## src/rtl/tlb_pkg.sv

```systemverilog
// Shared TLB definitions: op codes, sequencer state encoding and CP0 field positions.
// Also used by the fetch/data address translators.
package tlb_pkg;

    localparam logic [1:0] OP_TLBP  = 2'b00;
    localparam logic [1:0] OP_TLBR  = 2'b01;
    localparam logic [1:0] OP_TLBWI = 2'b10;
    localparam logic [1:0] OP_RSVD  = 2'b11;

    typedef enum logic [2:0] {
        ST_IDLE    = 3'd0,
        ST_PROBE   = 3'd1,
        ST_RD_WAIT = 3'd2,
        ST_WRITE   = 3'd3,
        ST_DONE    = 3'd4
    } tlb_state_e;

    localparam int VPN2_HI = 31;
    localparam int VPN2_LO = 13;
    localparam int VPN2_W  = VPN2_HI - VPN2_LO + 1;
    localparam int MASK_HI = 24;
    localparam int MASK_LO = 13;
    localparam int MASK_W  = MASK_HI - MASK_LO + 1;
    localparam int ASID_HI = 7;
    localparam int ASID_LO = 0;
    localparam int G_BIT   = 0;
    localparam int P_BIT   = 31;

endpackage

```

## src/rtl/tlb_match_cmp.sv

```systemverilog
// Combinational match of a virtual page / ASID query against one TLB entry.
// Mask bits widen the page by ignoring the corresponding low VPN2 bits.
module tlb_match_cmp
    import tlb_pkg::*;
(
    input  logic [VPN2_W-1:0]            q_vpn2_i,
    input  logic [ASID_HI-ASID_LO:0]     q_asid_i,
    input  logic [VPN2_W-1:0]            e_vpn2_i,
    input  logic [ASID_HI-ASID_LO:0]     e_asid_i,
    input  logic [MASK_W-1:0]            e_mask_i,
    input  logic                         e_g0_i,
    input  logic                         e_g1_i,
    output logic                         match_o
);

    logic hi_eq_s;
    logic lo_eq_s;
    logic asid_ok_s;

    // Upper VPN2 always compared, lower part only where the page mask is clear
    always_comb begin
        hi_eq_s   = (q_vpn2_i[VPN2_W-1:MASK_W] == e_vpn2_i[VPN2_W-1:MASK_W]);
        lo_eq_s   = (((q_vpn2_i[MASK_W-1:0] ^ e_vpn2_i[MASK_W-1:0]) & ~e_mask_i) == {MASK_W{1'b0}});
        asid_ok_s = (e_g0_i & e_g1_i) | (q_asid_i == e_asid_i);
        match_o   = hi_eq_s & lo_eq_s & asid_ok_s;
    end

endmodule

```

## src/rtl/tlb_op_seq.sv

```systemverilog
// Sequencer for TLBP/TLBR/TLBWI: holds the EXE instruction while it probes,
// reads or writes the single-port TLB entry array and reports back to CP0.
module tlb_op_seq
    import tlb_pkg::*;
#(
    parameter int ENTRY_NUM = 32,
    parameter int IDX_W     = 5
) (
    input  logic             clk,
    input  logic             rst,
    input  logic             op_valid,
    input  logic [1:0]       op_type,
    input  logic             flush,
    output logic             busy,
    output logic             done,
    input  logic [31:0]      index_in,
    input  logic [31:0]      entryhi_in,
    input  logic [31:0]      entrylo0_in,
    input  logic [31:0]      entrylo1_in,
    input  logic [31:0]      pagemask_in,
    output logic [IDX_W-1:0] tlb_raddr,
    input  logic [31:0]      tlb_rd_entryhi,
    input  logic [31:0]      tlb_rd_entrylo0,
    input  logic [31:0]      tlb_rd_entrylo1,
    input  logic [31:0]      tlb_rd_pagemask,
    output logic             tlb_we,
    output logic [IDX_W-1:0] tlb_waddr,
    output logic [31:0]      tlb_wdata_entryhi,
    output logic [31:0]      tlb_wdata_entrylo0,
    output logic [31:0]      tlb_wdata_entrylo1,
    output logic [31:0]      tlb_wdata_pagemask,
    output logic             cp0_tlbp,
    output logic             cp0_tlbr,
    output logic [31:0]      index_t2r,
    output logic [31:0]      entryhi_t2r,
    output logic [31:0]      entrylo0_t2r,
    output logic [31:0]      entrylo1_t2r,
    output logic [31:0]      pagemask_t2r
);

    localparam logic [IDX_W-1:0] LAST_IDX = IDX_W'(ENTRY_NUM - 1);
    localparam logic [IDX_W-1:0] IDX_ONE  = {{(IDX_W-1){1'b0}}, 1'b1};

    tlb_state_e       state_q, state_d;
    logic [1:0]       op_q, op_d;
    logic [IDX_W-1:0] idx_q, idx_d;
    logic [IDX_W-1:0] raddr_q, raddr_d;
    logic [IDX_W-1:0] cmp_idx_q, cmp_idx_d;
    logic             rd_vld_q, rd_vld_d;
    logic [31:0]      entryhi_q, entryhi_d, entrylo0_q, entrylo0_d;
    logic [31:0]      entrylo1_q, entrylo1_d, pagemask_q, pagemask_d;
    logic [31:0]      index_t2r_q, index_t2r_d, entryhi_t2r_q, entryhi_t2r_d;
    logic [31:0]      entrylo0_t2r_q, entrylo0_t2r_d, entrylo1_t2r_q, entrylo1_t2r_d;
    logic [31:0]      pagemask_t2r_q, pagemask_t2r_d;
    logic             match_s;
    logic             unused_idx_s;

    // Index is taken modulo the array size, so the upper bits carry no meaning
    assign unused_idx_s = ^index_in[31:IDX_W];

    tlb_match_cmp u_match (
        .q_vpn2_i (entryhi_q[VPN2_HI:VPN2_LO]),
        .q_asid_i (entryhi_q[ASID_HI:ASID_LO]),
        .e_vpn2_i (tlb_rd_entryhi[VPN2_HI:VPN2_LO]),
        .e_asid_i (tlb_rd_entryhi[ASID_HI:ASID_LO]),
        .e_mask_i (tlb_rd_pagemask[MASK_HI:MASK_LO]),
        .e_g0_i   (tlb_rd_entrylo0[G_BIT]),
        .e_g1_i   (tlb_rd_entrylo1[G_BIT]),
        .match_o  (match_s)
    );

    // Next-state and datapath update
    always_comb begin
        state_d        = state_q;
        op_d           = op_q;
        idx_d          = idx_q;
        raddr_d        = raddr_q;
        cmp_idx_d      = cmp_idx_q;
        rd_vld_d       = rd_vld_q;
        entryhi_d      = entryhi_q;
        entrylo0_d     = entrylo0_q;
        entrylo1_d     = entrylo1_q;
        pagemask_d     = pagemask_q;
        index_t2r_d    = index_t2r_q;
        entryhi_t2r_d  = entryhi_t2r_q;
        entrylo0_t2r_d = entrylo0_t2r_q;
        entrylo1_t2r_d = entrylo1_t2r_q;
        pagemask_t2r_d = pagemask_t2r_q;

        case (state_q)
            ST_IDLE: begin
                if (op_valid && !flush) begin
                    op_d       = op_type;
                    idx_d      = index_in[IDX_W-1:0];
                    entryhi_d  = entryhi_in;
                    entrylo0_d = entrylo0_in;
                    entrylo1_d = entrylo1_in;
                    pagemask_d = pagemask_in;
                    rd_vld_d   = 1'b0;
                    case (op_type)
                        OP_TLBP: begin
                            state_d = ST_PROBE;
                            raddr_d = {IDX_W{1'b0}};
                        end
                        OP_TLBR: begin
                            state_d = ST_RD_WAIT;
                            raddr_d = index_in[IDX_W-1:0];
                        end
                        OP_TLBWI: state_d = ST_WRITE;
                        default:  state_d = ST_DONE;
                    endcase
                end else begin
                    state_d = ST_IDLE;
                end
            end
            ST_PROBE: begin
                // Read data lags the address by one cycle; rd_vld_q marks the first valid compare
                cmp_idx_d = raddr_q;
                rd_vld_d  = 1'b1;
                if (raddr_q != LAST_IDX) begin
                    raddr_d = raddr_q + IDX_ONE;
                end else begin
                    raddr_d = raddr_q;
                end
                if (rd_vld_q && match_s) begin
                    state_d                  = ST_DONE;
                    index_t2r_d              = 32'h0000_0000;
                    index_t2r_d[IDX_W-1:0]   = cmp_idx_q;
                end else if (rd_vld_q && (cmp_idx_q == LAST_IDX)) begin
                    state_d            = ST_DONE;
                    index_t2r_d        = 32'h0000_0000;
                    index_t2r_d[P_BIT] = 1'b1;
                end else begin
                    state_d = ST_PROBE;
                end
            end
            ST_RD_WAIT: begin
                if (rd_vld_q) begin
                    state_d        = ST_DONE;
                    entryhi_t2r_d  = tlb_rd_entryhi;
                    entrylo0_t2r_d = tlb_rd_entrylo0;
                    entrylo1_t2r_d = tlb_rd_entrylo1;
                    pagemask_t2r_d = tlb_rd_pagemask;
                end else begin
                    rd_vld_d = 1'b1;
                end
            end
            ST_WRITE: state_d = ST_DONE;
            ST_DONE:  state_d = ST_IDLE;
            default:  state_d = ST_IDLE;
        endcase

        // An aborted op must leave the CP0 result registers untouched
        if (flush && (state_q != ST_IDLE)) begin
            state_d        = ST_IDLE;
            index_t2r_d    = index_t2r_q;
            entryhi_t2r_d  = entryhi_t2r_q;
            entrylo0_t2r_d = entrylo0_t2r_q;
            entrylo1_t2r_d = entrylo1_t2r_q;
            pagemask_t2r_d = pagemask_t2r_q;
        end else begin
            state_d = state_d;
        end
    end

    // State and datapath registers
    always_ff @(posedge clk) begin
        if (rst) begin
            state_q        <= ST_IDLE;
            op_q           <= 2'b00;
            idx_q          <= '0;
            raddr_q        <= '0;
            cmp_idx_q      <= '0;
            rd_vld_q       <= 1'b0;
            entryhi_q      <= 32'h0;
            entrylo0_q     <= 32'h0;
            entrylo1_q     <= 32'h0;
            pagemask_q     <= 32'h0;
            index_t2r_q    <= 32'h0;
            entryhi_t2r_q  <= 32'h0;
            entrylo0_t2r_q <= 32'h0;
            entrylo1_t2r_q <= 32'h0;
            pagemask_t2r_q <= 32'h0;
        end else begin
            state_q        <= state_d;
            op_q           <= op_d;
            idx_q          <= idx_d;
            raddr_q        <= raddr_d;
            cmp_idx_q      <= cmp_idx_d;
            rd_vld_q       <= rd_vld_d;
            entryhi_q      <= entryhi_d;
            entrylo0_q     <= entrylo0_d;
            entrylo1_q     <= entrylo1_d;
            pagemask_q     <= pagemask_d;
            index_t2r_q    <= index_t2r_d;
            entryhi_t2r_q  <= entryhi_t2r_d;
            entrylo0_t2r_q <= entrylo0_t2r_d;
            entrylo1_t2r_q <= entrylo1_t2r_d;
            pagemask_t2r_q <= pagemask_t2r_d;
        end
    end

    assign busy               = (state_q != ST_IDLE);
    assign done               = (state_q == ST_DONE) && !flush;
    assign cp0_tlbp           = done && (op_q == OP_TLBP);
    assign cp0_tlbr           = done && (op_q == OP_TLBR);
    assign tlb_we             = (state_q == ST_WRITE) && !flush;
    assign tlb_raddr          = raddr_q;
    assign tlb_waddr          = idx_q;
    assign tlb_wdata_entryhi  = entryhi_q;
    assign tlb_wdata_entrylo0 = entrylo0_q;
    assign tlb_wdata_entrylo1 = entrylo1_q;
    assign tlb_wdata_pagemask = pagemask_q;
    assign index_t2r          = index_t2r_q;
    assign entryhi_t2r        = entryhi_t2r_q;
    assign entrylo0_t2r       = entrylo0_t2r_q;
    assign entrylo1_t2r       = entrylo1_t2r_q;
    assign pagemask_t2r       = pagemask_t2r_q;

endmodule

```

## config.mk

```make
export PLATFORM = sky130hd
export DESIGN_NAME = tlb_op_seq
export DESIGN_NICKNAME = d
export VERILOG_FILES = /design/src/rtl/tlb_pkg.sv /design/src/rtl/tlb_match_cmp.sv /design/src/rtl/tlb_op_seq.sv
export SDC_FILE = /design/constraint.sdc
export NUM_CORES = 1
export LEC_CHECK = 0
export CORE_AREA = 4 4 230 232
export CTS_CLUSTER_DIAMETER = 100
export DETAILED_ROUTE_END_ITERATION = 6
export DIE_AREA = 0 0 234 236
export PLACE_DENSITY_LB_ADDON = 0.1
export REMOVE_ABC_BUFFERS = 1
export SYNTH_ARGS = -nofsm -noshare
export SYNTH_HDL_FRONTEND = slang
export SYNTH_SLANG_ARGS = --single-unit
```

## constraint.sdc

```tcl
create_clock -name clk -period 2.6 [get_ports clk]
set_input_delay 0.52 -clock clk [delete_from_list [all_inputs] [get_ports clk]]
set_output_delay 0.52 -clock clk [all_outputs]
set_load 0.01 [all_outputs]
```

### Yosys cells after proc, flatten, opt, wreduce, memory -nomap -nowiden

Index checks and enable logic that the tools add are counted.

* multiplexer cells: 14
* bitwise gates (word level): 8
* reduce and logical (&&, ||, !) cells: 24
* add/sub/neg operators: 1
* equal/unequal tests: 15

Operators with widths (number)
* $mux W32: 2
* $pmux W5 S2: 2
* $and A12 B12 Y12: 1
* $logic_not A12 Y1: 1
* $mux W3: 4
* $not A12 Y12: 1
* $pmux W3 S4: 1
* $xor A12 B12 Y12: 1
* $mux W5: 2
* $pmux W3 S3: 1
* $eq A8 B8 Y1: 1
* $logic_and A1 B1 Y1: 8
* $eq A7 B7 Y1: 1
* $eq A3 B2 Y1 const B: 2
* $ne A2 B2 Y1 const B: 3
* $reduce_and A3 Y1: 2
* $reduce_bool A2 Y1: 3
* $add A5 B1 Y5 const B: 1
* $eq A5 B5 Y1 const B: 1
* $ne A5 B5 Y1 const B: 1
* $eq A2 B1 Y1 const B: 2
* $logic_not A2 Y1: 2
* $reduce_and A2 Y1: 2
* $reduce_and A4 Y1: 1
* 13 further kinds: 16

* output and inout port bits: 303
* input bits: 294
* flip-flop bits (word level): 309

### Logic depth before layout (Yosys ltp)

Gate-level depths: netlist of the first run.

* depth in word-level cells: 8
* mapped depth: 9
* mapped depth without buffers: 7

### Modules after synthesis

A second synthesis of the first run with hierarchy kept.

* cell total of the unflattened synthesis: 1330
* area, all modules: 10503.8 µm²

Modules (own cells, without submodules)
* tlb_op_seq: area an instance 10172.3 µm², times used 1, cells each 1290
* tlb_match_cmp: area an instance 331.6 µm², times used 1, cells each 40

### Least setup slack after synthesis of the first run

No wires, ideal clock.

* path type: input to output
* start: input port flush
* end: output port cp0_tlbp
* stages on the path: 2
* arrival time: 1.457 ns
* path slack: 0.623 ns
* cells stage by stage: nor4b_1 -> nor3b_1

* cells in the longest elaborated chain, start to end: 3

RTL lines
* start, declared: line tlb_op_seq.sv:13 `input logic flush,`
* $logic_not A1 Y1: line tlb_op_seq.sv:204 `assign done = (state_q == ST_DONE) && !flush;`
* $logic_and A1 B1 Y1: line tlb_op_seq.sv:204
* $logic_and A1 B1 Y1: line tlb_op_seq.sv:205 `assign cp0_tlbp = done && (op_q == OP_TLBP);`
* end, declared: line tlb_op_seq.sv:32 `output logic cp0_tlbp,`

Every way passes these cells.

### Worst setup path after layout of the first run

* start: register state_q[0]
* end: output port busy

* cells in the longest elaborated chain, start to end: 1

RTL lines
* start, declared: line tlb_op_seq.sv:44 `tlb_state_e state_q, state_d;`
* start signal, assigned: line tlb_op_seq.sv:185 `state_q <= state_d;`
* $reduce_bool A3 Y1: line tlb_op_seq.sv:203 `assign busy = (state_q != ST_IDLE);`
* end, declared: line tlb_op_seq.sv:14 `output logic busy,`

Every way passes these cells.

==> metrics.csv, run 1 <==
metric,value,unit
status,"finished, final reports clean",
"Setup violations, final",0,
Post-CTS Setup Bufs,0,
CP Max Fanout,9,
GR Util met3,0.08647,
post-synthesis sequential area ratio,0.5350,
vias in the first global route,10680,
tightest hold margin,0.3944,ns
synth-to-layout area growth,70.88,%
fill count,5344,
Starting Density,0.2077,
f_max,0.4021,GHz
top post-synthesis cells by area,"dfxtp_1, nand2_1, a21oi_1",
grt total ovfl,0,
ratio of cells with drive above 1 in the final layout,0.05737,
Die H,236,um
total core area,0.05099,mm^2
drc violations,0,
fin nets,2176,
Via Count,10810,
worst hold start,rst,
Syn. warnings,0,
crit share post-route,0.9566,
largest net degree at the start of global routing,126,
routed len/inst,18.57,um
Main synth FF type,dfxtp_1,
RSZ-0062 raised after global routing,no,
1st-pass router iterations,5,
global route hottest layer,met2,
IO buf count,543,
max cap viols,0,
crit path capture type,output pin,
Async SR Flop Fraction,0,
Pwr Density,617.8,mW/mm^2
CTS tree,built,
root buf cell,clkbuf_16,
later-pin clock latency in the skew report,0.54,ns
Leak,6.209,nW
Crit path arrival time,1.97,ns
Worst Path Required,2.08,ns
"Hold Vio Cnt, Final",0,
Detailed Place HPWL,35.37,mm
Synth Area per Inst,7.839,um^2
Final Max Slew Viols,0,
"commonest non-fill, non-tap cell in the layout",nand2_1,
die area,0.05522,mm^2
total track usage,0.1644,
first-pass GRT wire length,69.17,mm
Clock Tree Buf Depth,3,
min-delay worst type,primary input to flip-flop,
number of flops mapped to enable cells by yosys,0,
Yosys top cell area share,0.5350,
met1 usage,0.1907,
synthesized area,0.01059,mm^2
Final Critical Period,2.487,ns
Worst-path clk slew,0.05,ns
gpl congestion,0.7495,
hold_buf cts,0,
WS Path Type,flip-flop to output pin,
Seq cells post-synth,283,
final wirelength,47.95,mm
Pwr Total,11.18,mW
"area leader, netlist",dfxtp_1,
Vias per Instance,4.187,
die span in x,234,um
post-synth cell types,45,
Setup crit start,state_q[0],
maximum vdd drop,447.9,uV
# IOs,597,
skew final,0.01465,ns
Startpoint Class,flip-flop,
total CTS buffers,38,
r2r startpoint,tlb_wdata_entryhi[5],
clock sink count,283,
Antenna Violating Nets Remaining,0,
worst slew pin tran,0.6517,ns
grt met2 use,0.2667,
Post-Syn Instances,1351,
"commonest cells after routing, fill and taps aside","nand2_1, clkdlybuf4s50_1, dfxtp_1",
slew margin rel.,0.5655,
iteration-0 DRC count of the detailed router,516,
initial antenna violation count,12,
H-tree level count,2,
row count,83,
==> kinds of logic (layout without fill, tap and decap cells) <==
kind of cell | after synthesis | count (layout) | synth area share
AND/OR/NAND/NOR | 601 | 601 | 0.2213
AO/OA/AOI/OAI | 303 | 303 | 0.1496
XOR/XNOR | 27 | 27 | 0.02233
adder cells (fa/ha/maj) | 6 | 6 | 0.007089
buffers and inverters | 124 | 648 | 0.05813
other | 1 | 28 | 0.0003541
multiplexers | 6 | 6 | 0.006261
flip-flops | 283 | 283 | 0.5350
==> power by group <==
group          switching, mW  internal (mW)  total, mW
Combinational          0.601          0.771       1.37
Clock                   1.99           3.25       5.24
Sequential            0.0913           4.48       4.57
Total                   2.68           8.50       11.2
==> path summary, 6_finish.rpt <==
check,endpoint,slack [ns],cells past startpoint
hold / removal,tlb_wdata_entrylo1[1],0.39,2
setup / recovery,busy,0.11,4
setup reg to reg,index_t2r[0],0.59,8
hold reg to reg,entrylo0_t2r[29],0.45,2
==> final cells by class <==
class | instances | area [um^2] | area share
antenna | 2 | 5.005 | 0.0002766
clock buffer | 58 | 1160 | 0.06409
clock inverter | 6 | 83.83 | 0.004633
inverter | 4 | 15.01 | 0.0008297
multi-input combinational | 969 | 4417 | 0.2441
sequential | 283 | 5667 | 0.3131
tap | 680 | 850.8 | 0.04702
timing repair buffer | 580 | 5898 | 0.3259
==> cell usage after synthesis, types with 2 or more instances <==
library cell  count
nor4_1            2
buf_4            27
a311oi_1          2
nand2_1         557
a31oi_1           3
clkbuf_1         58
dfxtp_1         283
o21ai_0           3
mux2_2            5
xnor2_1          27
nor3_1            2
o22ai_1           6
nor2_1           16
nand4_1           5
buf_2            33
and3b_1           2
ha_1              6
a21oi_1         278
nand3_1           5
inv_1             3
a211oi_1          3
nor3b_1           2
==> timing repair <==
| action | in CTS | in global routing |
|---|---|---|
| cloned | 0 | 0 |
| endpoints found under the setup margin | 4 | 1 |
| gates resized for setup | 4 | 3 |
==> stage by stage <==
step / setup WS (ns) / area, um^2 / TNS, ns / utilization / std cells
detailed placement: -0.2507 / 16850 / -1.607 / 0.3305 / 2516
CTS: 0.01599 / 18090 / 0 / 0.3549 / 2580
floorplan: -2.990 / 10080 / -504.16 / - / 1256
global route: 0.02228 / 18090 / 0 / 0.3548 / 2580
global placement: -0.2781 / 16850 / -1.727 / 0.3305 / 2516
finish: 0.1130 / 18100 / 0 / 0.3549 / 2582
==> registers in the layout, indices dropped and copies added, names as in the netlist, 32 cells and up <==
register / count
tlb_wdata_pagemask: 32
tlb_wdata_entrylo1: 32
entryhi_t2r: 32
pagemask_t2r: 32
entrylo1_t2r: 32
entrylo0_t2r: 32
tlb_wdata_entryhi: 32
tlb_wdata_entrylo0: 32
==> routing by layer <==
layer  vias to the layer above  part of all wire  routed length, um
met2                       405              0.45              21600
met3                        74              0.12               5929
li1                       5382                 -                  -
met4                        20             0.017                828
met1                      4930              0.41              19450
met5                         -            0.0028                135
==> worst max-delay path: stages, from the launching register on <==
cell and delay (ns):
dfxtp_1 0.32, buf_4 0.17, nor3_2 0.28, inv_2 0.16
clkdlybuf4s50_1 0.51
No activity file was read; power rests on OpenSTA's default activity.
==> inputs of run 2 (changes only) <==
--- a/config.mk
+++ b/config.mk
@@ -5,10 +5,11 @@
 export SDC_FILE = /design/constraint.sdc
 export NUM_CORES = 1
 export LEC_CHECK = 0
-export CORE_AREA = 4 4 230 232
+export CAP_MARGIN = 30
+export CORE_AREA = 4 4 227 229
 export CTS_CLUSTER_DIAMETER = 100
 export DETAILED_ROUTE_END_ITERATION = 6
-export DIE_AREA = 0 0 234 236
+export DIE_AREA = 0 0 231 233
 export PLACE_DENSITY_LB_ADDON = 0.1
 export REMOVE_ABC_BUFFERS = 1
 export SYNTH_ARGS = -nofsm -noshare
==> run 2 against run 1 <==
Count of clock-buffer cells in the layout grew 1. Power is 2.8% lower. Worst setup slack gained 0.068 ns. Die area is 2.5% lower. Largest power group unchanged. Combinational power about the same. Sequential power hardly changed.
==> metrics.csv, run 2 (synthesis gave the netlist of run 1 again) <==
metric,value,unit
hold_buf cts,0,
total track usage,0.1655,
Startpoint Class,flip-flop,
"Setup violations, final",0,
drc violations,0,
Finished Cell Area,0.01816,mm^2
row count,82,
skew final,0.01265,ns
Reg2Reg Depth,7,
WS Path Type,flip-flop to output pin,
slew margin rel.,0.5687,
Vias per Instance,4.191,
grt total ovfl,0,
Clock Tree Buf Depth,3,
H-tree level count,2,
first-pass GRT wire length,68.45,mm
max cap viols,0,
gpl congestion,0.7725,
die area,0.05382,mm^2
placed inst area,0.01697,mm^2
Place WS,-0.4317,ns
f_max,0.4134,GHz
Detailed Place HPWL,35.00,mm
largest net degree at the start of global routing,116,
area occupied by multi-input gates,0.004441,mm^2
Crit path arrival time,1.90,ns
Antenna Violating Nets Remaining,0,
Util after Layout,0.3657,
initial antenna violation count,13,
"commonest non-fill, non-tap cell in the layout",nand2_1,
Worst Path Required,2.08,ns
IO buf count,543,
die span in x,231,um
worst-path cell chain,"buf_4, nor3_4, inv_2, clkdlybuf4s50_1",
placed instance count,2515,
max incr delay on CP,0.50,ns
iteration-0 DRC count of the detailed router,397,
Final Max Slew Viols,0,
crit path max-delay cell type,clkdlybuf4s50_1,
routed len/inst,18.23,um
status,"finished, final reports clean",
r2r startpoint,tlb_raddr[0],
vias in the first global route,10720,
Pwr Total,10.87,mW
maximum vdd drop,366.9,uV
RSZ-0062 raised after global routing,no,
register-to-register setup slack,0.60,ns
crit path capture type,output pin,
worst slew pin tran,0.6470,ns
worst r2r dst,tlb_raddr[2],
root buf cell,clkbuf_16,
Hold Path End,tlb_wdata_entrylo1[30],
"Hold Vio Cnt, Final",0,
Worst-path clk slew,0.06,ns
crit share post-route,0.9303,
min-delay worst type,primary input to flip-flop,
1st-pass router iterations,4,
fin worst setup slack,0.1811,ns
total core area,0.04966,mm^2
Starting Density,0.2133,
fill count,5297,
ratio of cells with drive above 1 in the final layout,0.05821,
later-pin clock latency in the skew report,0.53,ns
Cells on Worst Hold Path,2,
Final Critical Period,2.419,ns
synth-to-layout area growth,71.47,%
Via Count,10830,
"commonest cells after routing, fill and taps aside","nand2_1, clkdlybuf4s50_1, dfxtp_1",
CP Max Fanout,7,
# IOs,597,
Pwr Density,598.6,mW/mm^2
fin nets,2182,
Die H,233,um
CTS tree,built,
worst hold start,rst,
storage element area,0.005665,mm^2
Final Non-Filler Cells,2583,
total CTS buffers,36,
Leak,6.246,nW
final wirelength,47.09,mm
clock sink count,283,
run 2: changes by cell type in the layout (fill, tap and decap cells not counted), sizes merged:
cell / before / now
dlygate4sd2: 2 / 4
diode: 2 / 4
clkdlybuf4s50: 539 / 537
dlymetal6s2s: 0 / 1
buf: 38 / 46
clkinv: 4 / 2
run 2: repair_timing:
item,CTS,global route
resized for setup,7,2
endpoints found under the setup margin,4,2
pin swaps,1,1
buffers inserted,1,0
run 2: final cells by class:
class                      instances  share of cell area
clock buffer                      59             0.05939
antenna                            4           0.0005512
timing repair buffer             588              0.3325
multi-input combinational        969              0.2445
sequential                       283              0.3120
tap                              672             0.04630
inverter                           4           0.0008268
clock inverter                     4            0.003859
run 2: worst max path at each step:
stage	startpoint	end	cells past startpoint
detailed placement	flush	cp0_tlbp	6
global route	state_q[1]	cp0_tlbp	5
finish	state_q[2]	busy	4
global placement	flush	cp0_tlbp	6
CTS	flush	cp0_tlbp	6
floorplan	state_q[2]	state_q[1]	5
run 2: worst max-delay path, delay by kind of cell, from the launching register on:
family	cells	cell delay, ns
DFF	1	0.32
and+or+nand+nor	1	0.24
buffers and inverters	3	0.80
run 2: routing by layer:
| layer | vias to the layer above | global-route usage | wire (um) | share of wire |
|---|---|---|---|---|
| met4 | 18 | 0.03533 | 783 | 0.017 |
| met1 | 4945 | 0.1949 | 19370 | 0.41 |
| met3 | 64 | 0.09464 | 5761 | 0.12 |
| met2 | 403 | 0.2636 | 21070 | 0.45 |
| li1 | 5396 | - | - | - |
| met5 | - | 0 | 116 | 0.0025 |
run 2: report_power, final:
part	switching, mW	internal [mW]
Sequential	0.0910	4.47
Combinational	0.599	0.777
Clock	1.91	3.01
run 2: stage by stage:
step	hold slack, ns	TNS, ns
6_report	0.3201	0
5_1_grt	0.3061	0
4_1_cts	0.2916	0
3_5_place_dp	0.4453	-2.357
3_3_place_gp	0.4413	-2.398
2_1_floorplan	0.4392	-504.16
==> inputs of run 3 (changes only) <==
--- a/config.mk
+++ b/config.mk
@@ -10,8 +10,9 @@
 export CTS_CLUSTER_DIAMETER = 100
 export DETAILED_ROUTE_END_ITERATION = 6
 export DIE_AREA = 0 0 231 233
-export PLACE_DENSITY_LB_ADDON = 0.1
+export PLACE_DENSITY = 0.56
 export REMOVE_ABC_BUFFERS = 1
+export SLEW_MARGIN = 30
 export SYNTH_ARGS = -nofsm -noshare
 export SYNTH_HDL_FRONTEND = slang
 export SYNTH_SLANG_ARGS = --single-unit
==> run 3 against run 2 <==
Fmax fell by 4.1%. Count of clock-buffer cells in the layout fell by 4. Sequential power barely moved. Utilization fell by 0.52 points. Register-to-register slack got worse by 0.02 ns. Largest cell class unchanged. Largest power group unchanged.
==> metrics.csv, run 3 (synthesis gave the netlist of run 1 again) <==
metric,value,unit
Via Count,10910,
Post-CTS Setup Bufs,0,
root buf cell,clkbuf_16,
row count,82,
RSZ-0062 raised after global routing,no,
"commonest cells after routing, fill and taps aside","nand2_1, clkdlybuf4s50_1, dfxtp_1",
Setup crit start,flush,
initial antenna violation count,3,
max cap viols,0,
fin worst setup slack,0.07892,ns
Crit path arrival time,2.00,ns
register-to-register setup slack,0.58,ns
vias in the first global route,10410,
# IOs,597,
final wirelength,43.01,mm
WS Path Type,primary input to output pin,
Final Critical Period,2.521,ns
Startpoint Class,primary input,
largest net degree at the start of global routing,129,
Reg2Reg Depth,9,
total CTS buffers,34,
iteration-0 DRC count of the detailed router,416,
grt total ovfl,0,
worst slew pin tran,0.6861,ns
"commonest non-fill, non-tap cell in the layout",nand2_1,
CP Max Fanout,3,
Finished Cell Area,0.01790,mm^2
later-pin clock latency in the skew report,0.53,ns
f_max,0.3967,GHz
grt met2 use,0.2475,
fin nets,2173,
worst r2r dst,index_t2r[2],
gpl congestion,0.8130,
worst hold start,rst,
Clock Tree Buf Depth,3,
ratio of cells with drive above 1 in the final layout,0.05588,
"Setup violations, final",0,
min-delay worst type,primary input to flip-flop,
status,"finished, final reports clean",
placed inst area,0.01678,mm^2
Starting Density,0.2133,
CTS tree,built,
maximum vdd drop,414.8,uV
critical path endpoint,done,
placed instance count,2509,
crit path capture type,output pin,
Final Max Slew Viols,0,
synth-to-layout area growth,69.01,%
H-tree level count,2,
total track usage,0.1486,
die area,0.05382,mm^2
Worst-path clk slew,0.06,ns
Util after Layout,0.3604,
Detailed Place HPWL,32.32,mm
IO buf count,543,
Place WS,-0.1792,ns
first-pass GRT wire length,62.68,mm
Final Non-Filler Cells,2569,
r2r startpoint,tlb_wdata_entryhi[29],
routed len/inst,16.74,um
drc violations,0,
skew final,0.01543,ns
total core area,0.04966,mm^2
fill count,5271,
Vias per Instance,4.247,
Pwr Density,595.2,mW/mm^2
Leak,6.131,nW
clock sink count,283,
Worst Path Required,2.08,ns
met1 usage,0.1718,
Die H,233,um
Antenna Violating Nets Remaining,0,
1st-pass router iterations,5,
Inserted Diodes,0,
slew margin rel.,0.5426,
GR Util met3,0.06917,
"Hold Vio Cnt, Final",0,
global route hottest layer,met2,
die span in x,231,um
crit share post-route,0.9696,
-- run 3: cell type report --
type                            instances  area [um^2]  share of cell area
Clock buffer                           55         1064             0.05942
Clock inverter                          5        53.80            0.003006
Inverter                                4        15.01           0.0008389
Multi-Input combinational cell        969         4423              0.2471
Sequential cell                       283         5668              0.3167
Tap cell                              672        840.8             0.04698
Timing Repair Buffer                  581         5834              0.3260
-- run 3: layer usage --
metal	routed length, um	vias to the layer above
met2	20250	446
met5	27	-
met3	4590	60
met1	17050	5023
met4	1081	4
li1	-	5378
-- run 3: stage by stage --
step / hold slack [ns] / total power [mW] / setup TNS, ns
floorplan: 0.4392 / 5.061 / -504.16
global placement: 0.4414 / 6.017 / -0.8956
detailed placement: 0.4461 / 6.024 / -1.079
CTS: 0.3660 / 10.88 / 0
global route: 0.3915 / 11.16 / 0
finish: 0.4024 / 10.65 / 0
-- run 3: worst max-delay path: stages --
cell and delay [ns]:
clkdlybuf4s50_1 0.46, nor4b_2 0.25, buf_4 0.19, clkdlybuf4s50_1 0.58
-- run 3: what timing repair did --
action,4_1_cts,5_1_grt
setup endpoints to repair,4,0
gates resized for setup,6,0
hold buffers,0,0
-- run 3: how the worst min path moves through the flow --
stage / cells past startpoint / slack, ns / end
2_1_floorplan: 2 / 0.44 / op_q[0]
3_3_place_gp: 2 / 0.44 / tlb_wdata_entrylo1[5]
3_5_place_dp: 2 / 0.45 / pagemask_t2r[7]
4_1_cts: 2 / 0.37 / state_q[1]
5_1_grt: 2 / 0.39 / cmp_idx_q[4]
6_report: 2 / 0.40 / tlb_raddr[0]
-- run 3: where the power goes --
group	switching, mW	internal (mW)
Combinational	0.584	0.757
Clock	1.85	2.89
Sequential	0.0975	4.47
